==> src/rtl/uart_tx_cfg_if.sv <==
// Handshake bundle between the TX FIFO / baud generator / line and the
// configurable UART transmitter.
interface uart_tx_cfg_if #(
  parameter int DATA_W = 8
);
  logic              s_tick;
  logic              tx_start;
  logic [DATA_W-1:0] tx_din;
  logic [3:0]        cfg_dbits;
  logic [1:0]        cfg_parity;
  logic [1:0]        cfg_stop;
  logic              tx_break;
  logic              tx_fifo_rd;
  logic              tx_busy;
  logic              tx_done;
  logic              tx;

  // Host side: FIFO head, baud strobe, configuration, line observer
  modport master (
    output s_tick, tx_start, tx_din, cfg_dbits, cfg_parity, cfg_stop, tx_break,
    input  tx_fifo_rd, tx_busy, tx_done, tx
  );

  // Transmitter side
  modport slave (
    input  s_tick, tx_start, tx_din, cfg_dbits, cfg_parity, cfg_stop, tx_break,
    output tx_fifo_rd, tx_busy, tx_done, tx
  );
endinterface

==> src/rtl/uart_tx_cfg.sv <==
// Runtime-configurable UART transmitter: 5..DATA_W data bits, optional
// even/odd parity, 1/1.5/2 stop bits, back-to-back frames and line break.
module uart_tx_cfg #(
  parameter int DATA_W     = 8,
  parameter int OVERSAMPLE = 16,
  parameter int CNT_W      = 6
) (
  input  logic          clk,
  input  logic          reset_n,
  uart_tx_cfg_if.slave  bus
);
  typedef enum logic [2:0] {IDLE, START, DATA, PARITY, STOP, BREAK} state_t;

  localparam logic [CNT_W-1:0] BIT_LAST  = CNT_W'(OVERSAMPLE - 1);
  localparam logic [CNT_W-1:0] HALF_LAST = CNT_W'(3 * OVERSAMPLE / 2 - 1);
  localparam logic [CNT_W-1:0] BRK_LAST  = CNT_W'(2 * OVERSAMPLE - 1);

  state_t            state;
  logic [CNT_W-1:0]  cnt;
  logic [3:0]        nbit;
  logic [3:0]        f_dbits;
  logic [1:0]        f_stop;
  logic              f_par_en;
  logic              par_bit;
  logic              brk_stop;   // current STOP is the tail of a break, not a frame
  logic [DATA_W-1:0] shreg;
  logic              tx_q, busy_q, rd_q, done_q;

  logic [3:0]        ld_dbits;
  logic              ld_par_en, ld_par;
  logic [CNT_W-1:0]  stop_last;
  logic              frame_end, can_take, do_load, do_brk;

  // Decode configuration and parity for a word about to be loaded
  always_comb begin
    ld_dbits = bus.cfg_dbits;
    if (bus.cfg_dbits < 4'd5)                 ld_dbits = 4'd5;
    else if (bus.cfg_dbits > 4'(DATA_W))      ld_dbits = 4'(DATA_W);
    ld_par_en = (bus.cfg_parity == 2'b01) || (bus.cfg_parity == 2'b10);
    ld_par    = (bus.cfg_parity == 2'b10);
    for (int i = 0; i < DATA_W; i++)
      if (i < int'(ld_dbits)) ld_par = ld_par ^ bus.tx_din[i];
  end

  // Last tick index of the stop period for the latched stop setting
  always_comb begin
    case (f_stop)
      2'b00:   stop_last = BIT_LAST;
      2'b01:   stop_last = HALF_LAST;
      default: stop_last = BRK_LAST;
    endcase
  end

  // IDLE and the final stop tick share the same load / break decision
  always_comb begin
    frame_end = (state == STOP) && (cnt == stop_last);
    can_take  = bus.s_tick && ((state == IDLE) || frame_end);
    do_brk    = can_take && bus.tx_break;
    do_load   = can_take && !bus.tx_break && bus.tx_start;
  end

  // Frame sequencer; everything advances on s_tick, strobes self-clear
  always_ff @(posedge clk or negedge reset_n) begin
    if (!reset_n) begin
      state    <= IDLE;
      cnt      <= '0;
      nbit     <= '0;
      f_dbits  <= '0;
      f_stop   <= '0;
      f_par_en <= 1'b0;
      par_bit  <= 1'b0;
      brk_stop <= 1'b0;
      shreg    <= '0;
      tx_q     <= 1'b1;
      busy_q   <= 1'b0;
      rd_q     <= 1'b0;
      done_q   <= 1'b0;
    end else begin
      rd_q   <= 1'b0;
      done_q <= 1'b0;
      if (bus.s_tick) begin
        case (state)
          IDLE: ;
          START: begin
            if (cnt == BIT_LAST) begin
              state <= DATA;
              cnt   <= '0;
              tx_q  <= shreg[0];
            end else cnt <= cnt + 1'b1;
          end
          DATA: begin
            if (cnt == BIT_LAST) begin
              cnt <= '0;
              if (nbit == f_dbits - 4'd1) begin
                nbit  <= '0;
                state <= f_par_en ? PARITY : STOP;
                tx_q  <= f_par_en ? par_bit : 1'b1;
              end else begin
                shreg <= shreg >> 1;
                nbit  <= nbit + 1'b1;
                tx_q  <= shreg[1];
              end
            end else cnt <= cnt + 1'b1;
          end
          PARITY: begin
            if (cnt == BIT_LAST) begin
              state <= STOP;
              cnt   <= '0;
              tx_q  <= 1'b1;
            end else cnt <= cnt + 1'b1;
          end
          STOP: begin
            if (frame_end) begin
              cnt      <= '0;
              done_q   <= !brk_stop;
              brk_stop <= 1'b0;
              state    <= IDLE;
              busy_q   <= 1'b0;
            end else cnt <= cnt + 1'b1;
          end
          BREAK: begin
            // saturate so the minimum-length test stays true while held
            if (cnt != BRK_LAST) cnt <= cnt + 1'b1;
            if (!bus.tx_break && cnt == BRK_LAST) begin
              state    <= STOP;
              cnt      <= '0;
              tx_q     <= 1'b1;
              f_stop   <= 2'b00;
              brk_stop <= 1'b1;
            end
          end
          default: state <= IDLE;
        endcase

        // overrides the IDLE/STOP-end defaults above
        if (do_load) begin
          shreg    <= bus.tx_din;
          f_dbits  <= ld_dbits;
          f_par_en <= ld_par_en;
          par_bit  <= ld_par;
          f_stop   <= bus.cfg_stop;
          rd_q     <= 1'b1;
          state    <= START;
          cnt      <= '0;
          nbit     <= '0;
          tx_q     <= 1'b0;
          busy_q   <= 1'b1;
        end else if (do_brk) begin
          state  <= BREAK;
          cnt    <= '0;
          tx_q   <= 1'b0;
          busy_q <= 1'b1;
        end
      end
    end
  end

  assign bus.tx         = tx_q;
  assign bus.tx_busy    = busy_q;
  assign bus.tx_fifo_rd = rd_q;
  assign bus.tx_done    = done_q;
endmodule

==> src/flat_wrapper.sv <==
// flat-port wrapper written by rule: the top's interface ports become plain ports
module uart_tx_cfg_flat 
#(
  parameter int DATA_W     = 8,
  parameter int OVERSAMPLE = 16,
  parameter int CNT_W      = 6
)
  (clk, reset_n, bus_s_tick, bus_tx_start, bus_tx_din, bus_cfg_dbits, bus_cfg_parity, bus_cfg_stop, bus_tx_break, bus_tx_fifo_rd, bus_tx_busy, bus_tx_done, bus_tx);
  uart_tx_cfg_if #(.DATA_W(DATA_W)) bus_i ();
  input  logic clk;
  input  logic reset_n;
  input wire logic [$bits(bus_i.s_tick)-1:0] bus_s_tick;
  input wire logic [$bits(bus_i.tx_start)-1:0] bus_tx_start;
  input wire logic [$bits(bus_i.tx_din)-1:0] bus_tx_din;
  input wire logic [$bits(bus_i.cfg_dbits)-1:0] bus_cfg_dbits;
  input wire logic [$bits(bus_i.cfg_parity)-1:0] bus_cfg_parity;
  input wire logic [$bits(bus_i.cfg_stop)-1:0] bus_cfg_stop;
  input wire logic [$bits(bus_i.tx_break)-1:0] bus_tx_break;
  output wire logic [$bits(bus_i.tx_fifo_rd)-1:0] bus_tx_fifo_rd;
  output wire logic [$bits(bus_i.tx_busy)-1:0] bus_tx_busy;
  output wire logic [$bits(bus_i.tx_done)-1:0] bus_tx_done;
  output wire logic [$bits(bus_i.tx)-1:0] bus_tx;
  assign bus_i.s_tick = bus_s_tick;
  assign bus_i.tx_start = bus_tx_start;
  assign bus_i.tx_din = bus_tx_din;
  assign bus_i.cfg_dbits = bus_cfg_dbits;
  assign bus_i.cfg_parity = bus_cfg_parity;
  assign bus_i.cfg_stop = bus_cfg_stop;
  assign bus_i.tx_break = bus_tx_break;
  assign bus_tx_fifo_rd = bus_i.tx_fifo_rd;
  assign bus_tx_busy = bus_i.tx_busy;
  assign bus_tx_done = bus_i.tx_done;
  assign bus_tx = bus_i.tx;
  uart_tx_cfg #(.DATA_W(DATA_W), .OVERSAMPLE(OVERSAMPLE), .CNT_W(CNT_W)) u_core (.clk(clk), .reset_n(reset_n), .bus(bus_i));
endmodule
==> config.mk <==
export PLATFORM = sky130hd
export DESIGN_NAME = uart_tx_cfg_flat
export DESIGN_NICKNAME = d
export VERILOG_FILES = /design/src/rtl/uart_tx_cfg_if.sv /design/src/rtl/uart_tx_cfg.sv /design/src/flat_wrapper.sv
export SDC_FILE = /design/constraint.sdc
export NUM_CORES = 1
export LEC_CHECK = 0
export CORE_ASPECT_RATIO = 0.75
export CORE_MARGIN = 4
export CORE_UTILIZATION = 41
export CTS_CLUSTER_DIAMETER = 150
export DETAILED_ROUTE_END_ITERATION = 8
export PLACE_DENSITY = 0.62
export SLEW_MARGIN = 40
export SYNTH_ARGS = -nofsm -noshare
export SYNTH_HDL_FRONTEND = slang
export SYNTH_SLANG_ARGS = --single-unit
==> constraint.sdc <==
create_clock -name clk -period 2.8 [get_ports clk]
set_clock_uncertainty 0.05 [all_clocks]
set_input_delay 0.42 -clock clk [delete_from_list [all_inputs] [get_ports clk]]
set_output_delay 0.42 -clock clk [all_outputs]
set_load 0.005 [all_outputs]
# == Word level (Yosys, flattened, before mapping) ==
# Cells that the tools add are included.
# classes
n_reduce_logical,31
shifts,0
n_bitwise,8
n_mul,0
eq_ne,24
n_mux,58
n_div,0
n_addsub,3
order_cmp,10
# op_table
op,count
2-to-1 mux 6 bit,6
2-to-1 mux 8 bit,4
2-to-1 mux 3 bit,9
2-to-1 mux 1 bit,25
2-to-1 mux 4 bit,6
"!= test 4 x 1 -> 1 bit, second input constant",6
one-hot mux 3 bit (6 select lines),1
one-hot mux 6 bit (3 select lines),1
"< comparator 3 x 4 -> 1 bit, first input constant",4
AND reduction 3 bit,4
one-hot mux 5 bit (2 select lines),1
nonzero test 2 bit,5
"< comparator 1 x 4 -> 1 bit, first input constant",2
"< comparator 2 x 4 -> 1 bit, first input constant",2
AND reduction 4 bit,2
AND reduction 8 bit,1
bitwise XOR 1 bit,8
"adder 6 x 1 -> 6 bit, second input constant",1
"== test 3 x 2 -> 1 bit, second input constant",2
"== test 3 bit, second input constant",2
"== test 6 x 4 -> 1 bit, second input constant",1
== test 6 x 5 -> 1 bit,1
"== test 6 x 5 -> 1 bit, second input constant",1
logical AND 1 bit,6
other kinds (25),33
# word_totals
romBits,0
wordCells,147
mem_bits_rw,0
ff_bits,34
input_bits,21
latch_bits,0
memories,0
output_inout_bits,4

# == Depth between registers and ports, before layout ==
# Gate-level depths: netlist of run 1.
# depth
ltp_word,19
depth_mapped,8

# == Least setup slack after synthesis of run 1 ==
# Ideal clock, no wire load.
# synth_path
kind,register to register
start,register u_core.cnt[0]
end,register u_core.state[0]
path_slack_ns,0.653
stages_incl_launch_ff,9
t_required_ns,2.626
arrival_ns,1.973
setup_time_ns,0.124
n_path_buf,1
path_cell_list,dfrtp_1 -> ha_1 -> and4b_4 -> nor2b_4 -> buf_6 -> o21a_1 -> a311o_1 -> a311o_1 -> o31a_1
# synth_between
elab_chain_cells,8
word_cells_on_any_way,20
cone_classes,eq/ne (10); mux (2); reduce/logical (8)
# synth_rtl
item,line_no,rtl
from (decl),uart_tx_cfg.sv:19,logic [CNT_W-1:0] cnt;
from (signal assigned),uart_tx_cfg.sv:89,end else cnt <= cnt + 1'b1;
from (signal assigned),uart_tx_cfg.sv:103,end else cnt <= cnt + 1'b1;
from (signal assigned),uart_tx_cfg.sv:110,end else cnt <= cnt + 1'b1;
== test 6 x 5 -> 1 bit,uart_tx_cfg.sv:56,frame_end = (state == STOP) && (cnt == stop_last);
logical AND 1 bit,uart_tx_cfg.sv:56,
logical OR 1 bit,uart_tx_cfg.sv:57,can_take = bus.s_tick && ((state == IDLE) || frame_end);
logical AND 1 bit,uart_tx_cfg.sv:57,
logical AND 1 bit (2 in series),uart_tx_cfg.sv:59,do_load = can_take && !bus.tx_break && bus.tx_start;
!= test 4 x 1 -> 1 bit (no source line) / != test 3 x 1 -> 1 bit (equally long branches),-,
AND reduction 8 bit (no source line),-,
to (signal assigned),uart_tx_cfg.sv:96,state <= f_par_en ? PARITY : STOP;
to (decl),uart_tx_cfg.sv:18,state_t state;
# Several ways; a longest one is shown, not always the timed one.
# A chain may end at the register's enable or synchronous reset.

# == Final worst setup path of run 1 ==
# layout_path
start,register u_core.cnt[4]
end,register u_core.shreg[6]
# layout_between
elab_chain_cells,8
word_cells_on_any_way,12
cone_classes,eq/ne (3); mux (1); reduce/logical (8)
# layout_rtl
item,line_no,rtl
== test 6 x 5 -> 1 bit,uart_tx_cfg.sv:56,
logical AND 1 bit,uart_tx_cfg.sv:56,
logical OR 1 bit,uart_tx_cfg.sv:57,
logical AND 1 bit,uart_tx_cfg.sv:57,
logical AND 1 bit (2 in series),uart_tx_cfg.sv:59,
!= test 2 x 1 -> 1 bit (no source line) / nonzero test 2 bit (equally long branches),-,
AND reduction 4 bit (no source line),-,
to (signal assigned),uart_tx_cfg.sv:99,shreg <= shreg >> 1;
to (signal assigned),uart_tx_cfg.sv:137,shreg <= bus.tx_din;
to (decl),uart_tx_cfg.sv:26,logic [DATA_W-1:0] shreg;
# Several ways; a longest one is shown, not always the timed one.

==> impl_metrics.env, run 1 <==
export IMPL_outcome="completed"
export IMPL_vias=1789
export IMPL_die_x_um=91.3
export IMPL_cp_start_kind="flop"
export IMPL_place_ws_ns=0.403
export IMPL_drt_initial_drc_count=152
export IMPL_maxCapViolCount=0
export IMPL_crit_path_max_fanout=23
export IMPL_r2r_start="u_core.cnt[4]$_DFFE_PN0P_"
export IMPL_io_pins=25
export IMPL_grt_use_total=0.155
export IMPL_start_util=0.431
export IMPL_slew_violations=0
export IMPL_cellLeakagePower_nw=1.04
export IMPL_crit_required_ns=2.92
export IMPL_synth_async_reset_ratio=1.00
export IMPL_final_nets=292
export IMPL_synthTopCellsByArea="dfrtp_1 (39%), nand2_1 (7.6%), o21ai_0 (4.9%)"
export IMPL_antenna_found_initial=0
export IMPL_wl_per_cell_um=14.4
export IMPL_slew_headroom=0.643
export IMPL_area_delta_synth_final_pct=18.1
export IMPL_worst_ir_drop_vdd_mv=0.404
export IMPL_clock_latency_ns=0.28
export IMPL_drtAntennaViolNets=0
export IMPL_cts_root_buf="clkbuf_8"
export IMPL_powerDensity_nw_per_um2=844
export IMPL_ys_ff_latch=34
export IMPL_critPathMaxStageDelay_ns=0.51
export IMPL_worst_pin_slew_ns=0.529
export IMPL_grt_pass1_wl_mm=8.09
export IMPL_synth_fp_nets=266
export IMPL_die_area_um2=6440
export IMPL_fin_crit_ns=2.32
export IMPL_via_per_inst=5.45
export IMPL_max_freq_mhz=431
export IMPL_min_from="u_core.brk_stop$_DFFE_PN0P_"
export IMPL_yosys_area_top_type="dfrtp_1"
export IMPL_wl_mm=4.72
export IMPL_finalWorstSetupSlack_ns=0.478
export IMPL_fp_dieH_um=70.5
export IMPL_setup_violations=0
export IMPL_cts_setup_buffers=0
export IMPL_synth_warning_count=0
export IMPL_drc_errors=0
export IMPL_clockBufferDepth=2
export IMPL_port_buffers=24
export IMPL_synth_cell_types=57
export IMPL_critPathArrivalTime_ns=2.44
export IMPL_synth_ff_type="dfrtp_1"
export IMPL_critPathLaunch="u_core.cnt[4]$_DFFE_PN0P_"
export IMPL_dp_hpwl_mm=3.49
export IMPL_cts_buffers=5
export IMPL_syn_area_um2=2130
export IMPL_hold_viol_final=0
export IMPL_ctsHtreeMaxLevel=2
export IMPL_end_kind="flop"
export IMPL_synth_most_common_cell="nand2_1"
export IMPL_fin_crit_sh=0.829
export IMPL_cts_resized=0
export IMPL_cts_sinks=34
export IMPL_grt_overflow=0
export IMPL_crit_slowest_cell="dfrtp_1"
export IMPL_diodes=0
export IMPL_rrSetupSlack_ns=0.48
export IMPL_synth_top_cells_by_count="nand2_1 (43), dfrtp_1 (33), o21ai_0 (21)"
export IMPL_critical_path_buf_inv_count=2
export IMPL_rsz0062_at_grt="false"
export IMPL_synth_top_area_frac=0.387
export IMPL_hold_class="reg2reg"
export IMPL_clkSlewWorstSetupHoldPaths_ns=0.07
export IMPL_synth_edff_count=0
export IMPL_drive_gt1_frac=0.0970
export IMPL_place_gp_congestion=0.881
export IMPL_rows=22
export IMPL_dr_pass1_iters=4
export IMPL_grt_max_degree=35
export IMPL_cts_tree="built"
export IMPL_cts_hold_buf=0
export IMPL_crit_path_cell_trace="and4bb_2 > o31ai_2 > a21o_2 > inv_1 > buf_4 > nor3_1 > nor2_1"
export IMPL_synth_seq_area_share=0.399
export IMPL_tns_ns=0
export IMPL_netlist_instances=241
export IMPL_crit_type="reg2reg"
export IMPL_syn_area_per_cell_um2=8.86
export IMPL_grt_pass1_vias=1636
export IMPL_core_um2=4950
export IMPL_path_delay_family="compound AO/OA/AOI/OAI gates"
## layer usage
metal,track usage,up-vias,share of wire
met5,0,-,0
li1,-,918,-
met4,0.0468,0,0.013
met2,0.212,38,0.41
met3,0.0431,8,0.053
met1,0.234,825,0.53
## per-stage QoR
step                      instance area (um2)  utilization  instances  hold slack [ns]  power [W]
after global placement                   2430        0.490        320            0.408    0.00175
after CTS                                2520        0.509        328            0.409    0.00214
final                                    2520        0.509        328            0.409    0.00213
after detailed placement                 2430        0.490        320            0.386    0.00176
after global routing                     2520        0.509        328            0.451    0.00232
after floorplan                          2130            -        241           0.0744    0.00151
## cells in the final DEF (no fill, tap or decap), types with 2 or more instances in the layout
cell,count
nor2b_1,4
xor2_1,5
dfrtp_1,33
ha_1,4
and3b_1,2
nor2_1,11
nand2_1,43
nand3_1,8
clkbuf_8,6
inv_1,6
o22ai_1,4
a311o_1,2
a21oi_1,13
nor3b_1,2
nand2b_1,4
nand3b_1,5
xnor2_1,10
mux2i_1,7
o31ai_1,3
clkdlybuf4s50_1,24
o21ai_1,2
o21ai_0,21
nor3_1,9
o31a_1,2
buf_4,5
## registers in the layout, summed over array words and instances (netlist names), 2 cells and up
| name | cells |
|---|---|
| u_core.state | 3 |
| u_core.f_dbits | 4 |
| u_core.nbit | 4 |
| u_core.cnt | 6 |
| u_core.f_stop | 2 |
| u_core.shreg | 8 |
## worst paths after layout
check                      cells past startpoint                            to
max                                            7   u_core.shreg[6]$_DFFE_PN0P_
min                                            1  u_core.bus.tx_done$_DFF_PN0_
max reg2reg                                    7   u_core.shreg[6]$_DFFE_PN0P_
min reg2reg                                    1  u_core.bus.tx_done$_DFF_PN0_
max in group asynchronous                      2     u_core.bus.tx$_DFFE_PN1P_
min in group asynchronous                      2    u_core.par_bit$_DFFE_PN0P_
## worst register-to-register path: cells and delay by family (launching register included)
kind / cells / cell delay (ns)
DFF: 1 / 0.51
and+or+nand+nor: 3 / 0.56
AOI/OAI and AO/OA: 2 / 0.82
buffers and inverters: 2 / 0.28
## cells by family after synthesis
family,share of synthesized area
adders and majority gates,0.0234
AOI/OAI and AO/OA,0.196
xor gates and xnor gates,0.0615
and+or+nand+nor,0.249
buffers and inverters,0.0375
muxes,0.0328
DFF,0.399
## power breakdown
part / switching, W / internal (W)
sequential: 0.000198 / 0.000678
combinational: 0.000464 / 0.000418
clock: 0.000172 / 0.000198
total: 0.000834 / 0.00129
## final cells by class
class / count / area (um2)
inverter: 6 / 22.5
sequential: 34 / 852
clock inverter: 1 / 5.00
timing repair buffer: 29 / 278
fill: 478 / 2430
clock buffer: 7 / 86.3
tap: 60 / 75.1
multi-input combinational: 191 / 1200
(Power assumes the default switching activity.)
==> run 2, diff against run 1 <==
Settings changed: PLACE_DENSITY 0.62 to 0.64.
Clock period 2.8 ns to 2.1 ns, I/O delays scaled along.
==> run 2 against run 1 <==
Effect of this change: combinational power increased by 60%; fmax increased by 16%; utilization increased by 3.8 points; power increased by 40%; hold slack got worse by 0.014 ns; register-to-register slack got worse by 0.38 ns; first-iteration DRC count increased by 5.3%; via count increased by 5.7%; non-clock buffer count increased by 23.
==> impl_metrics.env, run 2 (synthesized netlist as in run 1, its figures left out) <==
export IMPL_cp_start_kind="flop"
export IMPL_drc_errors=0
export IMPL_fin_crit_sh=0.953
export IMPL_antenna_found_initial=0
export IMPL_tns_ns=0
export IMPL_fp_dieH_um=70.5
export IMPL_setup_violations=0
export IMPL_port_buffers=24
export IMPL_drtAntennaViolNets=0
export IMPL_grt_use_met3=0.0355
export IMPL_die_area_um2=6440
export IMPL_fillers=455
export IMPL_top_regs="u_core.shreg: 8 flops, u_core.cnt: 6 flops"
export IMPL_outcome="completed"
export IMPL_totalPowerFinal_w=0.00298
export IMPL_hold_class="in2async"
export IMPL_start_util=0.431
export IMPL_final_cells=350
export IMPL_cts_root_buf="clkbuf_8"
export IMPL_critPathArrivalTime_ns=2.12
export IMPL_diodes=0
export IMPL_clock_latency_ns=0.28
export IMPL_via_per_inst=5.40
export IMPL_rsz0062_at_grt="true"
export IMPL_worst_ir_drop_vdd_mv=0.469
export IMPL_worst_pin_slew_ns=0.540
export IMPL_maxCapViolCount=0
export IMPL_grt_overflow=0
export IMPL_die_x_um=91.3
export IMPL_dp_cells=339
export IMPL_cellLeakagePower_nw=1.14
export IMPL_largest_reg_flops=8
export IMPL_powerDensity_nw_per_um2=1100
export IMPL_crit_path_cell_trace="inv_1 > ha_2 > xor2_1 > xnor2_1 > and4_1 > a311o_1 > or2b_1 > o2bb2ai_2"
export IMPL_crit_path_max_fanout=4
export IMPL_rows=22
export IMPL_slew_violations=0
export IMPL_wl_mm=4.78
export IMPL_cts_buffers=5
export IMPL_area_delta_synth_final_pct=27.0
export IMPL_slew_headroom=0.635
export IMPL_grt_busiest_layer="met2"
export IMPL_final_common_cell="nand2_1"
export IMPL_vias=1891
export IMPL_core_um2=4950
export IMPL_finalWorstSetupSlack_ns=0.0985
export IMPL_ctsHtreeMaxLevel=2
export IMPL_grtUsageMet2=0.241
export IMPL_place_area_um2=2570
export IMPL_dp_hpwl_mm=3.60
export IMPL_hold_viol_final=0
export IMPL_drive_gt1_frac=0.186
export IMPL_place_gp_congestion=0.847
export IMPL_fin_crit_ns=2.00
export IMPL_clkSlewWorstSetupHoldPaths_ns=0.07
export IMPL_grt_pass1_wl_mm=8.36
export IMPL_grt_max_degree=35
export IMPL_grt_pass1_vias=1802
export IMPL_grt_util_met1=0.226
export IMPL_place_ws_ns=0.0337
export IMPL_max_freq_mhz=500
export IMPL_cts_sinks=34
export IMPL_crit_required_ns=2.22
export IMPL_drt_initial_drc_count=160
export IMPL_wl_per_cell_um=13.7
export IMPL_cts_tree="built"
export IMPL_io_pins=25
export IMPL_dr_pass1_iters=4
export IMPL_critPathMaxStageDelay_ns=0.40
export IMPL_layout_common_cells="nand2_1 (43), dfrtp_1 (32), buf_4 (28), clkdlybuf4s50_1 (24), o21ai_0 (21)"
export IMPL_crit_type="reg2reg"
export IMPL_end_kind="flop"
export IMPL_crit_slowest_cell="dfrtp_1"
export IMPL_final_nets=315
export IMPL_regMostFlops="u_core.shreg"
export IMPL_clockBufferDepth=2
export IMPL_cts_hold_buf=0
export IMPL_design_area_um2=2710
export IMPL_rrSetupSlack_ns=0.1
export IMPL_grt_use_total=0.157
-- run 2: worst max-delay path: cells and delay by family, from the launching register on --
kind / cells / cell delay [ns]
buffers and inverters: 1 / 0.07
AO/OA/AOI/OAI: 2 / 0.36
AND/OR/NAND/NOR: 2 / 0.50
flip-flops: 1 / 0.40
XOR/XNOR: 2 / 0.36
adder cells (fa/ha/maj): 1 / 0.16
-- run 2: area by class of cell --
| class | instances | area (um2) | area share |
|---|---|---|---|
| Tap cell | 60 | 75.1 | 0.0277 |
| Sequential cell | 34 | 853 | 0.315 |
| Multi-Input combinational cell | 191 | 1230 | 0.455 |
| Inverter | 6 | 22.5 | 0.00831 |
| Clock buffer | 7 | 76.3 | 0.0281 |
| Timing Repair Buffer | 52 | 450 | 0.166 |
-- run 2: worst paths after layout --
| kind | start | to | cells past startpoint |
|---|---|---|---|
| max | u_core.f_dbits[1]$_DFFE_PN0P_ | u_core.state[1]$_DFFE_PN0P_ | 8 |
| min | reset_n | u_core.cnt[4]$_DFFE_PN0P_ | 2 |
| max reg2reg | u_core.f_dbits[1]$_DFFE_PN0P_ | u_core.state[1]$_DFFE_PN0P_ | 8 |
| min reg2reg | u_core.brk_stop$_DFFE_PN0P_ | u_core.bus.tx_done$_DFF_PN0_ | 1 |
| max in group asynchronous | reset_n | u_core.bus.tx$_DFFE_PN1P_ | 2 |
| min in group clk | u_core.brk_stop$_DFFE_PN0P_ | u_core.bus.tx_done$_DFF_PN0_ | 1 |
-- run 2: power breakdown --
group / total (W) / internal, W / switching (W)
clock: 0.000449 / 0.000228 / 0.000221
sequential: 0.00112 / 0.000907 / 0.000214
combinational: 0.00141 / 0.000702 / 0.000708
total: 0.00298 / 0.00184 / 0.00114
-- run 2: metrics by stage --
step,utilization,hold WS (ns)
2_1_floorplan,-,-0.0306
3_3_place_gp,0.520,0.395
3_5_place_dp,0.520,0.403
4_1_cts,0.535,0.409
5_1_grt,0.547,0.438
6_report,0.547,0.395
-- run 2: what timing repair did --
action                                  CTS  global route
endpoints found under the hold margin     0             0
setup buffers                             0             4
gates resized for setup                   0             7
endpoints found under the setup margin    0            18
-- run 2: metal layers --
metal | share of wire | wire (um)
met5 | 0 | 0
met4 | 0.0092 | 44
met3 | 0.050 | 241
met2 | 0.44 | 2100
met1 | 0.50 | 2400
==> run 3, diff against run 2 <==
Settings changed: CTS_CLUSTER_DIAMETER 150 to unset.
==> results of run 3 <==
Final layout, timing and power as in run 2 (identical DEF).
